===== src/rtl/bp_addr_pkg.sv =====
// Shared types for the LSTM backprop address generators: sequencer states,
// weight-sweep mode codes and the default address type.
package bp_addr_pkg;
  localparam int BP_ADDR_W = 12;
  typedef logic [BP_ADDR_W-1:0] addr_t;

  localparam logic MODE_W = 1'b0;
  localparam logic MODE_U = 1'b1;

  typedef enum logic [1:0] {IDLE, SWEEP, GAP, FIN} state_t;
endpackage


===== src/rtl/bp_sweep_counter.sv =====
// Shared up-counter for the sweep index and the inter-sweep gap, with terminal
// count flags for both lengths; clear has priority over enable.
module bp_sweep_counter #(
  parameter int W     = 12,
  parameter int LEN_A = 53,
  parameter int LEN_B = 2
) (
  input  logic         clk,
  input  logic         rst,
  input  logic         i_en,
  input  logic         i_clr,
  output logic [W-1:0] o_cnt,
  output logic         o_tc_a,
  output logic         o_tc_b
);
  logic [W-1:0] r_cnt;

  always_ff @(posedge clk or posedge rst) begin
    if (rst)        r_cnt <= '0;
    else if (i_clr) r_cnt <= '0;
    else if (i_en)  r_cnt <= r_cnt + W'(1);
  end

  assign o_cnt  = r_cnt;
  assign o_tc_a = (r_cnt == W'(LEN_A - 1));
  // A zero-length gap is never entered, so its flag is simply held high.
  assign o_tc_b = (LEN_B == 0) ? 1'b1 : (r_cnt == W'(LEN_B - 1));
endmodule


===== src/rtl/addr_gen_bp_sweep.sv =====
// Backprop read-address generator: walks timesteps newest-first, one column
// sweep of NUM_CELL delta-gate/weight address pairs per output element.
module addr_gen_bp_sweep
  import bp_addr_pkg::*;
#(
  parameter int ADDR_WIDTH = 12,
  parameter int TIMESTEP   = 7,
  parameter int NUM_CELL   = 53,
  parameter int NUM_INPUT  = 53,
  parameter int DELAY      = 2,
  parameter int D_BASE     = 0,
  parameter int W_BASE     = 0
) (
  input  logic                  clk,
  input  logic                  rst,
  input  logic                  start,
  input  logic                  mode,
  input  logic                  stall,
  output logic [ADDR_WIDTH-1:0] o_addr_d,
  output logic [ADDR_WIDTH-1:0] o_addr_w,
  output logic                  o_valid,
  output logic                  o_first,
  output logic                  o_last,
  output logic [ADDR_WIDTH-1:0] o_t_idx,
  output logic [ADDR_WIDTH-1:0] o_col_idx,
  output logic                  o_busy,
  output logic                  o_done
);
  localparam int AW = ADDR_WIDTH;
  localparam longint MAXCOL = (NUM_INPUT > NUM_CELL) ? NUM_INPUT : NUM_CELL;
  localparam logic [AW-1:0] C_ONE   = AW'(1);
  localparam logic [AW-1:0] C_NC    = AW'(NUM_CELL);
  localparam logic [AW-1:0] C_NI    = AW'(NUM_INPUT);
  localparam logic [AW-1:0] C_WB    = AW'(W_BASE);
  localparam logic [AW-1:0] C_TINIT = AW'(TIMESTEP - 1);
  localparam logic [AW-1:0] C_DINIT = AW'(D_BASE + (TIMESTEP - 1) * NUM_CELL);

  if (longint'(D_BASE) + longint'(TIMESTEP) * NUM_CELL > (longint'(1) << AW)) begin : g_chk_d
    $error("addr_gen_bp_sweep: delta-gate address range exceeds ADDR_WIDTH");
  end
  if (longint'(W_BASE) + longint'(NUM_CELL) * MAXCOL > (longint'(1) << AW)) begin : g_chk_w
    $error("addr_gen_bp_sweep: weight address range exceeds ADDR_WIDTH");
  end

  state_t        r_state, w_next;
  logic          r_mode;
  logic [AW-1:0] r_t, r_col, r_dt, r_wcol, r_d, r_w;
  logic [AW-1:0] w_ncol, w_cnt;
  logic          w_adv, w_k_tc, w_gap_tc, w_col_end, w_final, w_new_sweep;
  logic          w_cnt_en, w_cnt_clr;
  logic          w_valid, w_first, w_last, w_busy, w_done;
  logic          r_o_valid, r_o_first, r_o_last, r_o_busy, r_o_done;
  logic [AW-1:0] r_o_d, r_o_w, r_o_t, r_o_col;

  assign w_adv     = ~stall;
  assign w_ncol    = (r_mode == MODE_U) ? C_NC : C_NI;
  assign w_col_end = (r_col == w_ncol - C_ONE);
  assign w_final   = (r_t == '0) && w_col_end;

  bp_sweep_counter #(.W(AW), .LEN_A(NUM_CELL), .LEN_B(DELAY)) u_cnt (
    .clk    (clk),
    .rst    (rst),
    .i_en   (w_cnt_en),
    .i_clr  (w_cnt_clr),
    .o_cnt  (w_cnt),
    .o_tc_a (w_k_tc),
    .o_tc_b (w_gap_tc)
  );

  assign w_cnt_en  = w_adv && (r_state == SWEEP || r_state == GAP);
  assign w_cnt_clr = w_adv && ((r_state == SWEEP && w_k_tc) || (r_state == GAP && w_gap_tc) ||
                               r_state == IDLE || r_state == FIN);
  assign w_new_sweep = w_adv && ((r_state == SWEEP && w_k_tc && !w_final && DELAY == 0) ||
                                 (r_state == GAP && w_gap_tc));

  always_ff @(posedge clk or posedge rst) begin
    if (rst)        r_state <= IDLE;
    else if (w_adv) r_state <= w_next;
  end

  always_comb begin
    w_next = r_state;
    unique case (r_state)
      IDLE:  if (start) w_next = SWEEP;
      SWEEP: if (w_k_tc) begin
               if (w_final)         w_next = FIN;
               else if (DELAY == 0) w_next = SWEEP;
               else                 w_next = GAP;
             end
      GAP:   if (w_gap_tc) w_next = SWEEP;
      FIN:   w_next = IDLE;
      default: w_next = IDLE;
    endcase
  end

  always_comb begin
    w_valid = (r_state == SWEEP);
    w_first = (r_state == SWEEP) && (w_cnt == '0);
    w_last  = (r_state == SWEEP) && w_k_tc;
    w_busy  = (r_state != IDLE);
    w_done  = (r_state == FIN);
  end

  // r_dt tracks the delta-gate row base for t, r_wcol the weight column base.
  always_ff @(posedge clk or posedge rst) begin
    if (rst) begin
      r_mode <= MODE_W;
      r_t    <= C_TINIT;
      r_col  <= '0;
      r_dt   <= C_DINIT;
      r_wcol <= C_WB;
      r_d    <= C_DINIT;
      r_w    <= C_WB;
    end else if (w_adv) begin
      if (r_state == IDLE && start) r_mode <= mode;
      if (r_state == SWEEP && !w_k_tc) begin
        r_d <= r_d + C_ONE;
        r_w <= r_w + w_ncol;
      end
      if (w_new_sweep) begin
        if (w_col_end) begin
          r_col  <= '0;
          r_t    <= r_t - C_ONE;
          r_dt   <= r_dt - C_NC;
          r_d    <= r_dt - C_NC;
          r_wcol <= C_WB;
          r_w    <= C_WB;
        end else begin
          r_col  <= r_col + C_ONE;
          r_d    <= r_dt;
          r_wcol <= r_wcol + C_ONE;
          r_w    <= r_wcol + C_ONE;
        end
      end
      if (r_state == FIN) begin
        r_t    <= C_TINIT;
        r_col  <= '0;
        r_dt   <= C_DINIT;
        r_wcol <= C_WB;
        r_d    <= C_DINIT;
        r_w    <= C_WB;
      end
    end
  end

  // Output stage: one register behind the sequencer, frozen together with it.
  always_ff @(posedge clk or posedge rst) begin
    if (rst) begin
      r_o_valid <= 1'b0;
      r_o_first <= 1'b0;
      r_o_last  <= 1'b0;
      r_o_busy  <= 1'b0;
      r_o_done  <= 1'b0;
      r_o_d     <= C_DINIT;
      r_o_w     <= C_WB;
      r_o_t     <= C_TINIT;
      r_o_col   <= '0;
    end else if (w_adv) begin
      r_o_valid <= w_valid;
      r_o_first <= w_first;
      r_o_last  <= w_last;
      r_o_busy  <= w_busy;
      r_o_done  <= w_done;
      r_o_d     <= r_d;
      r_o_w     <= r_w;
      r_o_t     <= r_t;
      r_o_col   <= r_col;
    end
  end

  assign o_addr_d  = r_o_d;
  assign o_addr_w  = r_o_w;
  assign o_t_idx   = r_o_t;
  assign o_col_idx = r_o_col;
  assign o_busy    = r_o_busy;
  assign o_valid   = r_o_valid & ~stall;
  assign o_first   = r_o_first & ~stall;
  assign o_last    = r_o_last  & ~stall;
  assign o_done    = r_o_done  & ~stall;
endmodule


===== config.mk =====
export PLATFORM = sky130hd
export DESIGN_NAME = addr_gen_bp_sweep
export DESIGN_NICKNAME = d
export VERILOG_FILES = /design/src/rtl/bp_addr_pkg.sv /design/src/rtl/bp_sweep_counter.sv /design/src/rtl/addr_gen_bp_sweep.sv
export SDC_FILE = /design/constraint.sdc
export NUM_CORES = 1
export LEC_CHECK = 0
export BUFFER_PORTS_ARGS = -buffer_cell sky130_fd_sc_hd__clkbuf_2
export CAP_MARGIN = 20
export CORE_MARGIN = 5
export CORE_UTILIZATION = 35
export DETAILED_ROUTE_END_ITERATION = 8
export GPL_ROUTABILITY_DRIVEN = 0
export HOLD_SLACK_MARGIN = 0.06
export PLACE_DENSITY_LB_ADDON = 0.2
export SLEW_MARGIN = 20
export SYNTH_ARGS = -nofsm -noshare
export SYNTH_HDL_FRONTEND = slang
export SYNTH_SLANG_ARGS = --single-unit

===== constraint.sdc =====
create_clock -name clk -period 8.83 [get_ports clk]
set_clock_uncertainty 0.2 [all_clocks]
set_input_delay 0.883 -clock clk [delete_from_list [all_inputs] [get_ports clk]]
set_output_delay 0.883 -clock clk [all_outputs]
set_load 0.05 [all_outputs]

; ---- Word level (Yosys, flattened, before mapping)
; Index checks and enable logic that the tools add are counted.
[classes]
add_sub_neg = 7
n_eq_ne = 9
n_mux = 25
n_bitwise = 5
n_reduce_logical = 25
[op_table]
columns = op, count
row1 = $mux W12, 20
row2 = $add A12 B1 Y12 const B, 4
row3 = $eq A12 B6 Y1 const B, 2
row4 = $logic_not A12 Y1, 2
row5 = $add A12 B6 Y12 const B, 1
row6 = $eq A12 B1 Y1 const B, 1
row7 = $sub A12 B1 Y12 const B, 1
row8 = $sub A12 B6 Y12 const B, 1
row9 = $logic_and A1 B1 Y1, 8
row10 = $pmux W2 S4, 1
row11 = $reduce_bool A2 Y1, 4
row12 = $mux W2, 3
row13 = $ne A2 B2 Y1 const B, 3
row14 = $and A1 B1 Y1, 4
row15 = $eq A2 B2 Y1 const B, 2
row16 = $logic_or A1 B1 Y1, 4
row17 = $reduce_and A2 Y1, 2
row18 = $reduce_and A4 Y1, 1
row19 = $reduce_and A3 Y1, 1
row20 = $reduce_bool A3 Y1, 1
row21 = $eq A2 B1 Y1 const B, 1
row22 = $logic_not A2 Y1, 1
row23 = $logic_not A1 Y1, 1
row24 = $mux W1, 1
row25 = $not A1 Y1, 1
[word_totals]
ff_bits = 139
out_inout_bits = 53
word_cells = 88

; ---- Longest topological paths before layout
; Gate-level depths: netlist of the first run.
[logic_depth]
ltp_word = 7
depth_mapped = 9
mapped_depth_nobuf = 7

; ---- Modules after synthesis
; A second synthesis of the first run with hierarchy kept.
[unflattened]
cells_unflattened = 710
area_unflattened_um2 = 7056.8
[modules_own_cells]
columns = module, n_inst, cells_each, area_each_um2, seq_area_each_um2
row1 = addr_gen_bp_sweep, 1, 638, 6389.9, 3205.6
row2 = bp_sweep_counter, 1, 72, 666.9, 300.3

; ---- Least setup slack after synthesis of the first run
; No wires, ideal clock.
[synth_path]
path_type = input-to-output
from = in stall
to = out o_done
t_arrival_ns = 2.209
setup_slack_ns = 5.538
cell_stages = 4
n_path_buf = 3
cell_sequence = clkbuf_1 > buf_1 > clkbuf_1 > nor2b_1
[synth_via]
elab_chain_cells = 2
[synth_lines]
columns = element, line_no
row1 = from (decl), addr_gen_bp_sweep.sv:18  ; input logic stall,
row2 = $not A1 Y1 (no source line), --
row3 = $and A1 B1 Y1, addr_gen_bp_sweep.sv:179  ; assign o_done = r_o_done & ~stall;
row4 = to (decl), addr_gen_bp_sweep.sv:27  ; output logic o_done
; No other way between the ends.

; ---- Worst setup path in the final report of the first run
; Ends and elaborated chain as after synthesis.

==> results of run 1 <==
layout make-up:
class,count,share of cell area [%]
Multi-Input combinational cell,548,42.8
Clock inverter,4,0.599
Sequential cell,139,41.0
Clock buffer,28,6.55
Tap cell,275,4.02
Inverter,27,1.24
Timing Repair Buffer,62,3.83
logic make-up after synthesis:
kind of cell,synth area share [%]
AO/OA/AOI/OAI,17.6
XOR/XNOR,3.91
adder cells (fa/ha/maj),2.54
buffers and inverters,3.27
flip-flops,47.4
multiplexers,6.21
AND/OR/NAND/NOR,19.0
per-stage QoR:
stage | total power, mW | instances | util [%] | worst slack [ns] | hold WS, ns
3_3_place_gp | 1.47 | 1051 | 38.0 | 5.35 | 0.265
6_report | 2.20 | 1083 | 41.0 | 5.38 | 0.279
3_5_place_dp | 1.47 | 1051 | 38.0 | 5.35 | 0.267
5_1_grt | 2.31 | 1083 | 41.0 | 5.22 | 0.300
2_1_floorplan | 1.31 | 750 | - | 4.06 | 0.243
4_1_cts | 2.22 | 1083 | 40.9 | 5.35 | 0.283
routing by layer:
layer	GRT usage, %	vias to the layer above
li1	-	2891
met1	23.1	2908
met2	26.0	121
met3	4.12	19
met4	4.04	0
met5	0	-
cell usage after synthesis (7+ instances only):
| cell | instances | area, um^2 |
|---|---|---|
| or4_1 | 7 | 52.6 |
| o31ai_1 | 16 | 120 |
| nor4_1 | 16 | 100 |
| nor2b_1 | 7 | 43.8 |
| or3_1 | 7 | 43.8 |
| xor2_1 | 13 | 114 |
| nand4_1 | 20 | 125 |
| ha_1 | 15 | 188 |
| mux2_2 | 39 | 439 |
| dfrtp_1 | 117 | 2930 |
| nand3_1 | 24 | 120 |
| inv_1 | 27 | 101 |
| a22o_1 | 13 | 114 |
| xnor2_1 | 20 | 175 |
| o21ai_0 | 69 | 345 |
| and3_1 | 10 | 62.6 |
| nor3_1 | 21 | 105 |
| clkbuf_1 | 27 | 101 |
| nor2_1 | 44 | 165 |
| dfstp_2 | 22 | 578 |
| a31oi_1 | 9 | 56.3 |
| a21oi_1 | 31 | 155 |
| a21o_1 | 9 | 67.6 |
| nand2_1 | 68 | 255 |
final timing paths:
| check | from | end | slack, ns | cells after the start |
|---|---|---|---|---|
| min in group asynchronous | rst | u_cnt.o_cnt[7]$_DFFE_PP0P_ | 0.34 | 2 |
| setup / recovery | stall | o_done | 5.38 | 4 |
| hold reg to reg | r_o_valid$_DFFE_PP0N_ | r_o_valid$_DFFE_PP0N_ | 0.28 | 1 |
| setup reg to reg | r_col[1]$_DFFE_PP0P_ | r_t[11]$_DFFE_PP0P_ | 5.45 | 7 |
| hold / removal | r_o_valid$_DFFE_PP0N_ | r_o_valid$_DFFE_PP0N_ | 0.28 | 1 |
| max in group asynchronous | rst | r_t[9]$_DFFE_PP0P_ | 6.74 | 3 |
power groups by stage:
stage          logic, mW  registers, mW  clock network, mW
2_1_floorplan      0.297           1.02                  0
3_3_place_gp       0.586          0.879                  0
3_5_place_dp       0.590          0.881                  0
4_1_cts            0.593          0.870              0.754
5_1_grt            0.637          0.889              0.781
6_report           0.590          0.870              0.737
==> flow_summary_export.csv, run 1 <==
group,metric,value,unit
global_routing,grt_pass1_vias,5861,
run_status,outcome,"completed",
critical_path,worstSetupPathType,"in -> out",
timing,finalSetupViolCount,0,
pwr,combPwrFrac,26.9,%
timing,fin_crit,3.45,ns
finish,multiInputGateArea,3660,um^2
die,die_w,155,um
critical_path,crit_path_max_incr_delay,0.65,ns
clock_network,postCtsHoldBufs,0,
timing,totalNegativeSetupSlack,0,ns
detailed_routing,wl_met3,732,um
placed_design,place_hpwl,13400,um
clock_network,clock-root-buffer,"clkbuf_16",
detailed_routing,postRouteAntennaNets,0,
global_routing,grt_antenna_before_repair,0,
clock_network,clock_sinks,139,
detailed_routing,firstDrtPassIters,5,
clock_network,cts_resized,0,
critical_path,arrival,2.37,ns
hold_path,holdCritPathClass,"reg -> reg",
synthesis,synth_edf_count,0,
synthesis,syn_area_per_cell,9.86,um^2
synthesis,syn_inst,750,
clock_network,clk_path_buf_depth,2,
critical_path,critPathBufInv,3,
detailed_routing,vias_per_cell,5.48,
pwr,leakagePower,3.67,nW
placed_design,port_buffers,56,
synthesis,ys_ff_latch,139,
pwr,power.internal,1.42,mW
clock_network,clkTransAtPathRegs,0.06,ns
finish,areaGrowthSynthToFinish,15.8,%
critical_path,crit_chain,"buf_4 -> buf_4 -> nor2b_1 -> clkbuf_2",
detailed_routing,drt_iter0_drc,378,
critical_path,cp_max_fo,63,
synthesis,synth_cell_type_count,72,
clock_network,cts_tree,"done",
critical_path,critPathSlowestCell,"buf_4",
detailed_routing,drt-met1-wl,9460,um
critical_path,cpMostUsedCell,"buf_4",
detailed_routing,routedWlPerCell,18.0,um
detailed_routing,drc_errors,0,
timing,clock.fmax,0.290,GHz
clock_network,clock_latency,0.42,ns
synthesis,ys.flop_type,"dfrtp_1",
timing,relSlewSlack,29.4,%
synthesis,ys_async_sr_fraction,100,%
global_routing,grt_first_pass_wirelength,32200,um
finish,final_common_cell,"dfrtp_1",
detailed_routing,routed_wl,19500,um
placed_design,dpl_cell_area,7940,um^2
critical_path,worst_setup_path_start_kind,"primary input",
detailed_routing,num_vias,5939,
critical_path,critPathCaptureType,"output port",
timing,rsz0062_at_grt,"no",
finish,drive_gt1_share,20.8,%
pwr,powerDensity,257,nW/um^2
finish,seqCellArea,3510,um^2
timing,worst_pin_slew,1.06,ns
pwr,p_sw,0.779,mW
global_routing,grt_max_degree,74,
pwr,power_frac_clock,33.5,%
die,io_pins,58,
finish,fin_nets,815,
global_routing,grt_util_all_layers,16.6,%
critical_path,path_delay_family,"buffers and inverters",
timing,drv_slew,0,
die,die_area,24100,um^2
finish,diodes,0,
die,chipHeight,155,um
die,rows,53,
detailed_routing,routed.top_layer,"met4",
critical_path,cp.required,7.75,ns
pwr,peakVddDrop,132,uV
timing,fin_crit_sh,39.1,%
pwr,swShare,35.5,%
clock_network,numCtsBuffers,17,
synthesis,yosys_warnings,0,
global_routing,overflow,0,
finish,final_area,8560,um^2
finish,n_fill_cell,2052,
die,core,20900,um^2
pwr,power.share.sequential,39.6,%
die,initial_core_util,35.4,%
run,drv_cap,0,
clock_network,htreeDepth,4,
timing,final-hold-violation-count,0,
synthesis,yosysSeqAreaShare,47.4,%
synthesis,netlist_area,7390,um^2
detailed_routing,met2WireLength,9150,um
clock_network,post_cts_buffers,0,
finish,most-common-layout-cells,"117 x dfrtp_1, 68 x nand2_1, 68 x o21ai_0",
synthesis,synth_nets,770,
(Power assumes the default switching activity.)
==> run 2: changes to the inputs <==
--- a/config.mk
+++ b/config.mk
@@ -5,6 +5,7 @@
 export SDC_FILE = /design/constraint.sdc
 export NUM_CORES = 1
 export LEC_CHECK = 0
+export ABC_AREA = 1
 export BUFFER_PORTS_ARGS = -buffer_cell sky130_fd_sc_hd__clkbuf_2
 export CAP_MARGIN = 20
 export CORE_MARGIN = 5
==> constraint.sdc (replaced) <==
create_clock -name clk -period 3 [get_ports clk]
set_clock_uncertainty 0.2 [all_clocks]
set_input_delay 0.3 -clock clk [delete_from_list [all_inputs] [get_ports clk]]
set_output_delay 0.3 -clock clk [all_outputs]
set_load 0.05 [all_outputs]
==> flow_summary_export.csv, run 2 <==
group,metric,value,unit
run_status,outcome,"completed",
detailed_routing,vias_per_cell,4.83,
timing,clock.fmax,0.409,GHz
finish,multiInputGateArea,3550,um^2
critical_path,rrSetupSlack,0.55,ns
clock_network,clock_latency,0.42,ns
timing,fin_crit_sh,81.6,%
synthesis,ys_async_sr_fraction,100,%
timing,worst_pin_slew,0.767,ns
die,initial_core_util,35.3,%
global_routing,grt_util_all_layers,15.3,%
die,io_pins,58,
synthesis,post-synth-top-area-cell,"dfrtp_1",
critical_path,cp.required,3.15,ns
pwr,power.internal,4.93,mW
synthesis,synth_nets,1000,
placed_design,place_hpwl,12600,um
critical_path,crit_path_max_incr_delay,0.40,ns
finish,drive_gt1_share,14.9,%
synthesis,synth_cell_type_count,44,
timing,relSlewSlack,48.9,%
timing,layout_setup_ws,0.553,ns
synthesis,ys.flop_type,"dfrtp_1",
clock_network,post_cts_buffers,0,
global_routing,grt_pass1_vias,6122,
placed_design,place_ws,0.516,ns
global_routing,grt_antenna_before_repair,0,
synthesis,yosysSeqAreaShare,45.8,%
synthesis,synth_edf_count,0,
critical_path,cp_max_fo,24,
timing,finalSetupViolCount,0,
run,drv_cap,0,
timing,final-hold-violation-count,0,
finish,utilization,40.5,%
detailed_routing,firstDrtPassIters,5,
clock_network,numCtsBuffers,17,
critical_path,crit_chain,"inv_1 -> ha_1 -> nand2_1 -> inv_2 -> nand4_4 -> nand2_4 -> inv_4 -> nor2_8 -> nand3_1 -> o21ai_1",
global_routing,grt_max_degree,140,
critical_path,worstSetupPathType,"reg -> reg",
synthesis,syn_area_per_cell,7.81,um^2
timing,totalNegativeSetupSlack,0,ns
pwr,finalPower,8.93,mW
finish,n_fill_cell,2248,
critical_path,critPathCaptureType,"flop",
die,chipHeight,158,um
die,die_w,158,um
die,rows,54,
finish,most-common-layout-cells,"282 x nand2_1, 117 x dfrtp_1, 101 x inv_1",
die,core,21700,um^2
synthesis,ys_top_cells_by_count,"282 x nand2_1, 117 x dfrtp_1, 102 x inv_1, 89 x o21ai_0, 85 x nand3_1",
die,die_area,24900,um^2
critical_path,worst_setup_path_start_kind,"flop",
clock_network,clock_sinks,139,
pwr,powerDensity,1020,nW/um^2
finish,areaGrowthSynthToFinish,14.7,%
synthesis,netlist_area,7660,um^2
pwr,p_sw,4.01,mW
synthesis,syn_inst,980,
global_routing,grt_first_pass_wirelength,30900,um
synthesis,ys_ff_latch,139,
detailed_routing,drc_errors,0,
detailed_routing,postRouteAntennaNets,0,
global_routing,overflow,0,
critical_path,critPathSlowestCell,"dfrtp_1",
timing,hold_slack,0.164,ns
synthesis,synthTopCellsByArea,"dfrtp_1 38%, nand2_1 14%, dfstp_2 7.6%",
detailed_routing,routed_wl,18000,um
pwr,combPwrFrac,41.5,%
hold_path,holdCritPathClass,"in -> reg",
timing,rsz0062_at_grt,"no",
detailed_routing,drt_iter0_drc,376,
clock_network,clkTransAtPathRegs,0.06,ns
timing,drv_slew,0,
clock_network,clock-root-buffer,"clkbuf_16",
pwr,leakagePower,4.25,nW
synthesis,yosys_warnings,0,
detailed_routing,routedWlPerCell,13.6,um
pwr,swShare,44.9,%
clock_network,clk_path_buf_depth,2,
detailed_routing,num_vias,6414,
synthesis,synth.most_common_cell,"nand2_1",
pwr,power.share.sequential,35.6,%
clock_network,cts_tree,"done",
timing,fin_crit,2.45,ns
synthesis,synth_top_area_share,38.2,%
critical_path,arrival,2.59,ns
clock_network,htreeDepth,4,
finish,final_common_cell,"nand2_1",
finish,fin_nets,1054,
pwr,power_frac_clock,22.9,%
finish,seqCellArea,3510,um^2
finish,diodes,0,
placed_design,port_buffers,56,
pwr,peakVddDrop,424,uV
[run 2: cell count changes after synthesis, sizes merged, moves of 17 or more]
cell,previous run,this run
inv,27,107
xnor2,20,2
nor2,44,81
nand2,68,292
nor4,18,1
nand3,24,90
mux2,39,0
xor2,13,33
o21ai,69,106
[run 2: worst paths after layout]
kind | cells after the start | endpoint | start
worst max-delay path | 10 | r_t[0]$_DFFE_PP0P_ | u_cnt.o_cnt[1]$_DFFE_PP0P_
worst min-delay path | 4 | r_state[0]$_DFFE_PP0P_ | start
worst max register to register | 10 | r_t[0]$_DFFE_PP0P_ | u_cnt.o_cnt[1]$_DFFE_PP0P_
worst min register to register | 2 | o_addr_d[1]$_DFFE_PP1N_ | o_addr_d[1]$_DFFE_PP1N_
max in group asynchronous | 4 | r_wcol[4]$_DFFE_PP0P_ | rst
min in group asynchronous | 4 | o_t_idx[4]$_DFFE_PP0N_ | rst
[run 2: layout make-up]
class,count,area share [%]
Tap cell,280,3.99
Multi-Input combinational cell,702,40.5
Clock buffer,26,5.80
Sequential cell,139,39.9
Clock inverter,6,0.684
Timing Repair Buffer,65,4.19
Inverter,109,4.93
[run 2: through the flow]
step,cells,cell area (um^2)
global placement,1293,8190
CTS,1327,8780
detailed placement,1293,8190
finish,1327,8780
floorplan,980,7660
global route,1327,8780
[run 2: cell families (layout without fill, tap and decap cells)]
family	Yosys count	count (layout)	synth area share, %
xor+xnor	35	35	4.00
fa+ha+maj	15	15	2.45
flops	139	139	45.8
simple gates	515	515	30.2
compound gates	137	137	9.77
buf+inv	139	206	7.78
[run 2: power groups by stage]
stage,Combinational [mW],Clock [mW],Sequential [mW]
floorplan,2.17,0,3.91
global placement,3.71,0,3.20
detailed placement,3.75,0,3.21
CTS,3.77,2.10,3.19
global route,4.20,2.19,3.29
finish,3.71,2.05,3.18
[run 2: what timing repair did]
action	in CTS	in global routing
endpoints found under the hold margin	118	0
gates resized for setup	0	0
setup endpoints to repair	0	0
hold buffers	2	0
[run 2: per-layer routing]
layer	wire (um)	track usage, %	part of all wire (%)
met5	0	0	0
met4	257	4.47	1.4
met3	511	3.03	2.8
met2	8510	24.8	47
met1	8730	20.8	48
[run 2: worst max-delay path: cells and delay by family, from the launching register on]
kind                       cells  cell delay (ns)
buffers and inverters          3             0.33
and+or+nand+nor                5             1.17
adders and majority gates      1             0.15
DFF                            1             0.40
AOI/OAI and AO/OA              1             0.09
==> run 3: changes to the inputs <==
==> constraint.sdc (replaced) <==
create_clock -name clk -period 2.5 [get_ports clk]
set_clock_uncertainty 0.2 [all_clocks]
set_input_delay 0.25 -clock clk [delete_from_list [all_inputs] [get_ports clk]]
set_output_delay 0.25 -clock clk [all_outputs]
set_load 0.05 [all_outputs]
==> flow_summary_export.csv, run 3 (synthesis results as in run 2) <==
group,metric,value,unit
global_routing,grt_util_all_layers,15.2,%
placed_design,place_hpwl,12600,um
finish,seqCellArea,3510,um^2
critical_path,rr_startpoint,"u_cnt.o_cnt[0]$_DFFE_PP0P_",
critical_path,reg2reg_to,"u_cnt.o_cnt[9]$_DFFE_PP0P_",
detailed_routing,routedWlPerCell,13.4,um
global_routing,grt_first_pass_wirelength,30900,um
timing,rsz0062_at_grt,"no",
global_routing,grt_use_met3,2.87,%
pwr,power.internal,5.96,mW
pwr,peakVddDrop,538,uV
critical_path,worstSetupPathType,"reg -> reg",
clock_network,clk_path_buf_depth,2,
clock_network,clock_sinks,139,
finish,n_fill_cell,2269,
pwr,p_sw,4.82,mW
pwr,power_frac_clock,22.7,%
clock_network,clock-root-buffer,"clkbuf_16",
timing,relSlewSlack,41.2,%
die,rows,54,
finish,most-common-layout-cells,"282 x nand2_1, 117 x dfrtp_1, 101 x inv_1",
clock_network,numCtsBuffers,17,
clock_network,cts_resized,0,
finish,areaGrowthSynthToFinish,15.6,%
pwr,swShare,44.7,%
timing,final-hold-violation-count,0,
detailed_routing,drc_errors,0,
timing,fin_crit,2.21,ns
timing,fin_crit_sh,88.3,%
global_routing,grt_antenna_before_repair,0,
die,die_area,24900,um^2
global_routing,grt_max_degree,140,
detailed_routing,firstDrtPassIters,5,
clock_network,clock_latency,0.42,ns
timing,worst_pin_slew,0.881,ns
die,core,21700,um^2
critical_path,cp.required,2.61,ns
die,die_w,158,um
finish,multiInputGateArea,3550,um^2
critical_path,critPathCaptureType,"flop",
finish,diodes,0,
placed_design,port_buffers,56,
timing,clock.fmax,0.453,GHz
global_routing,busiest_layer,"met2",
detailed_routing,drt_iter0_drc,358,
critical_path,rrSetupSlack,0.29,ns
detailed_routing,routed_wl,17900,um
clock_network,cts_tree,"done",
die,io_pins,58,
pwr,powerDensity,1220,nW/um^2
detailed_routing,num_vias,6344,
detailed_routing,postRouteAntennaNets,0,
global_routing,grt_util_met1,21.0,%
critical_path,setup.worst_path.start,"u_cnt.o_cnt[0]$_DFFE_PP0P_",
pwr,finalPower,10.8,mW
critical_path,crit_end,"u_cnt.o_cnt[9]$_DFFE_PP0P_",
timing,finalSetupViolCount,0,
global_routing,overflow,0,
clock_network,clkTransAtPathRegs,0.06,ns
finish,drive_gt1_share,15.5,%
finish,final_common_cell,"nand2_1",
pwr,power.share.sequential,35.4,%
global_routing,grt_pass1_vias,6163,
pwr,leakagePower,4.30,nW
pwr,combPwrFrac,41.9,%
die,chipHeight,158,um
critical_path,arrival,2.31,ns
clock_network,htreeDepth,4,
timing,totalNegativeSetupSlack,0,ns
critical_path,cp_max_fo,21,
run,drv_cap,0,
run_status,outcome,"completed",
critical_path,worst_setup_path_start_kind,"flop",
die,initial_core_util,35.3,%
hold_path,holdCritPathClass,"in -> reg",
finish,fin_nets,1062,
clock_network,post_cts_buffers,0,
critical_path,worstRegToRegCells,9,
detailed_routing,vias_per_cell,4.75,
global_routing,met2_usage,24.6,%
timing,drv_slew,0,
-- run 3: cell types whose count changed in the layout (fill, tap and decap cells not counted), sizes merged --
cell	delta
buf	+8
clkinvlp	-1
clkbuf	+1
clkinv	+1
bufinv	-1
-- run 3: how the worst min path moves through the flow --
stage / from / endpoint / slack, ns / cells past startpoint
after floorplan: r_o_last$_DFFE_PP0N_ / r_o_last$_DFFE_PP0N_ / 0.25 / 2
after global placement: o_addr_d[8]$_DFFE_PP1N_ / o_addr_d[8]$_DFFE_PP1N_ / 0.27 / 2
after detailed placement: o_addr_d[2]$_DFFE_PP1N_ / o_addr_d[2]$_DFFE_PP1N_ / 0.27 / 2
after CTS: start / r_state[0]$_DFFE_PP0P_ / 0.1 / 4
after global routing: start / r_state[0]$_DFFE_PP0P_ / 0.19 / 4
final: start / r_state[1]$_DFFE_PP0P_ / 0.10 / 4
-- run 3: power by group through the flow --
stage               registers [mW]  clock network (mW)  logic (mW)
finish                        3.81                2.45        4.52
detailed placement            3.85                   0        4.55
global placement              3.84                   0        4.51
CTS                           3.82                2.51        4.58
global route                  3.94                2.63        5.09
floorplan                     4.69                   0        2.60
-- run 3: cell type report --
cell class	count	share of cell area (%)
multi-input combinational	702	40.2
sequential	139	39.6
clock buffer	27	6.17
inverter	109	4.89
timing repair buffer	73	4.84
tap	280	3.96
clock inverter	5	0.354
-- run 3: timing repair --
action	4_1_cts	5_1_grt
endpoints found under the setup margin	0	0
hold endpoints to repair	120	0
hold buffers	2	0
-- run 3: worst max-delay path, cell delays in order (launching register included) --
cell	delay (ns)
dfrtp_1	0.45
inv_1	0.11
ha_1	0.17
nand3_1	0.10
nor3_2	0.15
nand3_1	0.12
nand4_1	0.09
nand2_1	0.38
nand3b_1	0.23
nand2_1	0.07
-- run 3: through the flow --
stage               utilization, %  setup slack, ns  cells  hold slack (ns)  cell area (um^2)
floorplan                        -            0.333    980            0.253              7660
global placement              38.0            0.294   1301            0.265              8250
detailed placement            38.0            0.269   1301            0.267              8250
CTS                           40.8            0.272   1335           0.0958              8850
global route                  40.8           0.0829   1335            0.194              8850
finish                        40.8            0.294   1335            0.104              8850
-- run 3: metal layers --
layer | vias to the layer above | routed length, um
li1 | 3298 | -
met2 | 64 | 8500
met4 | 0 | 180
met3 | 14 | 461
met1 | 2968 | 8790
met5 | - | 0
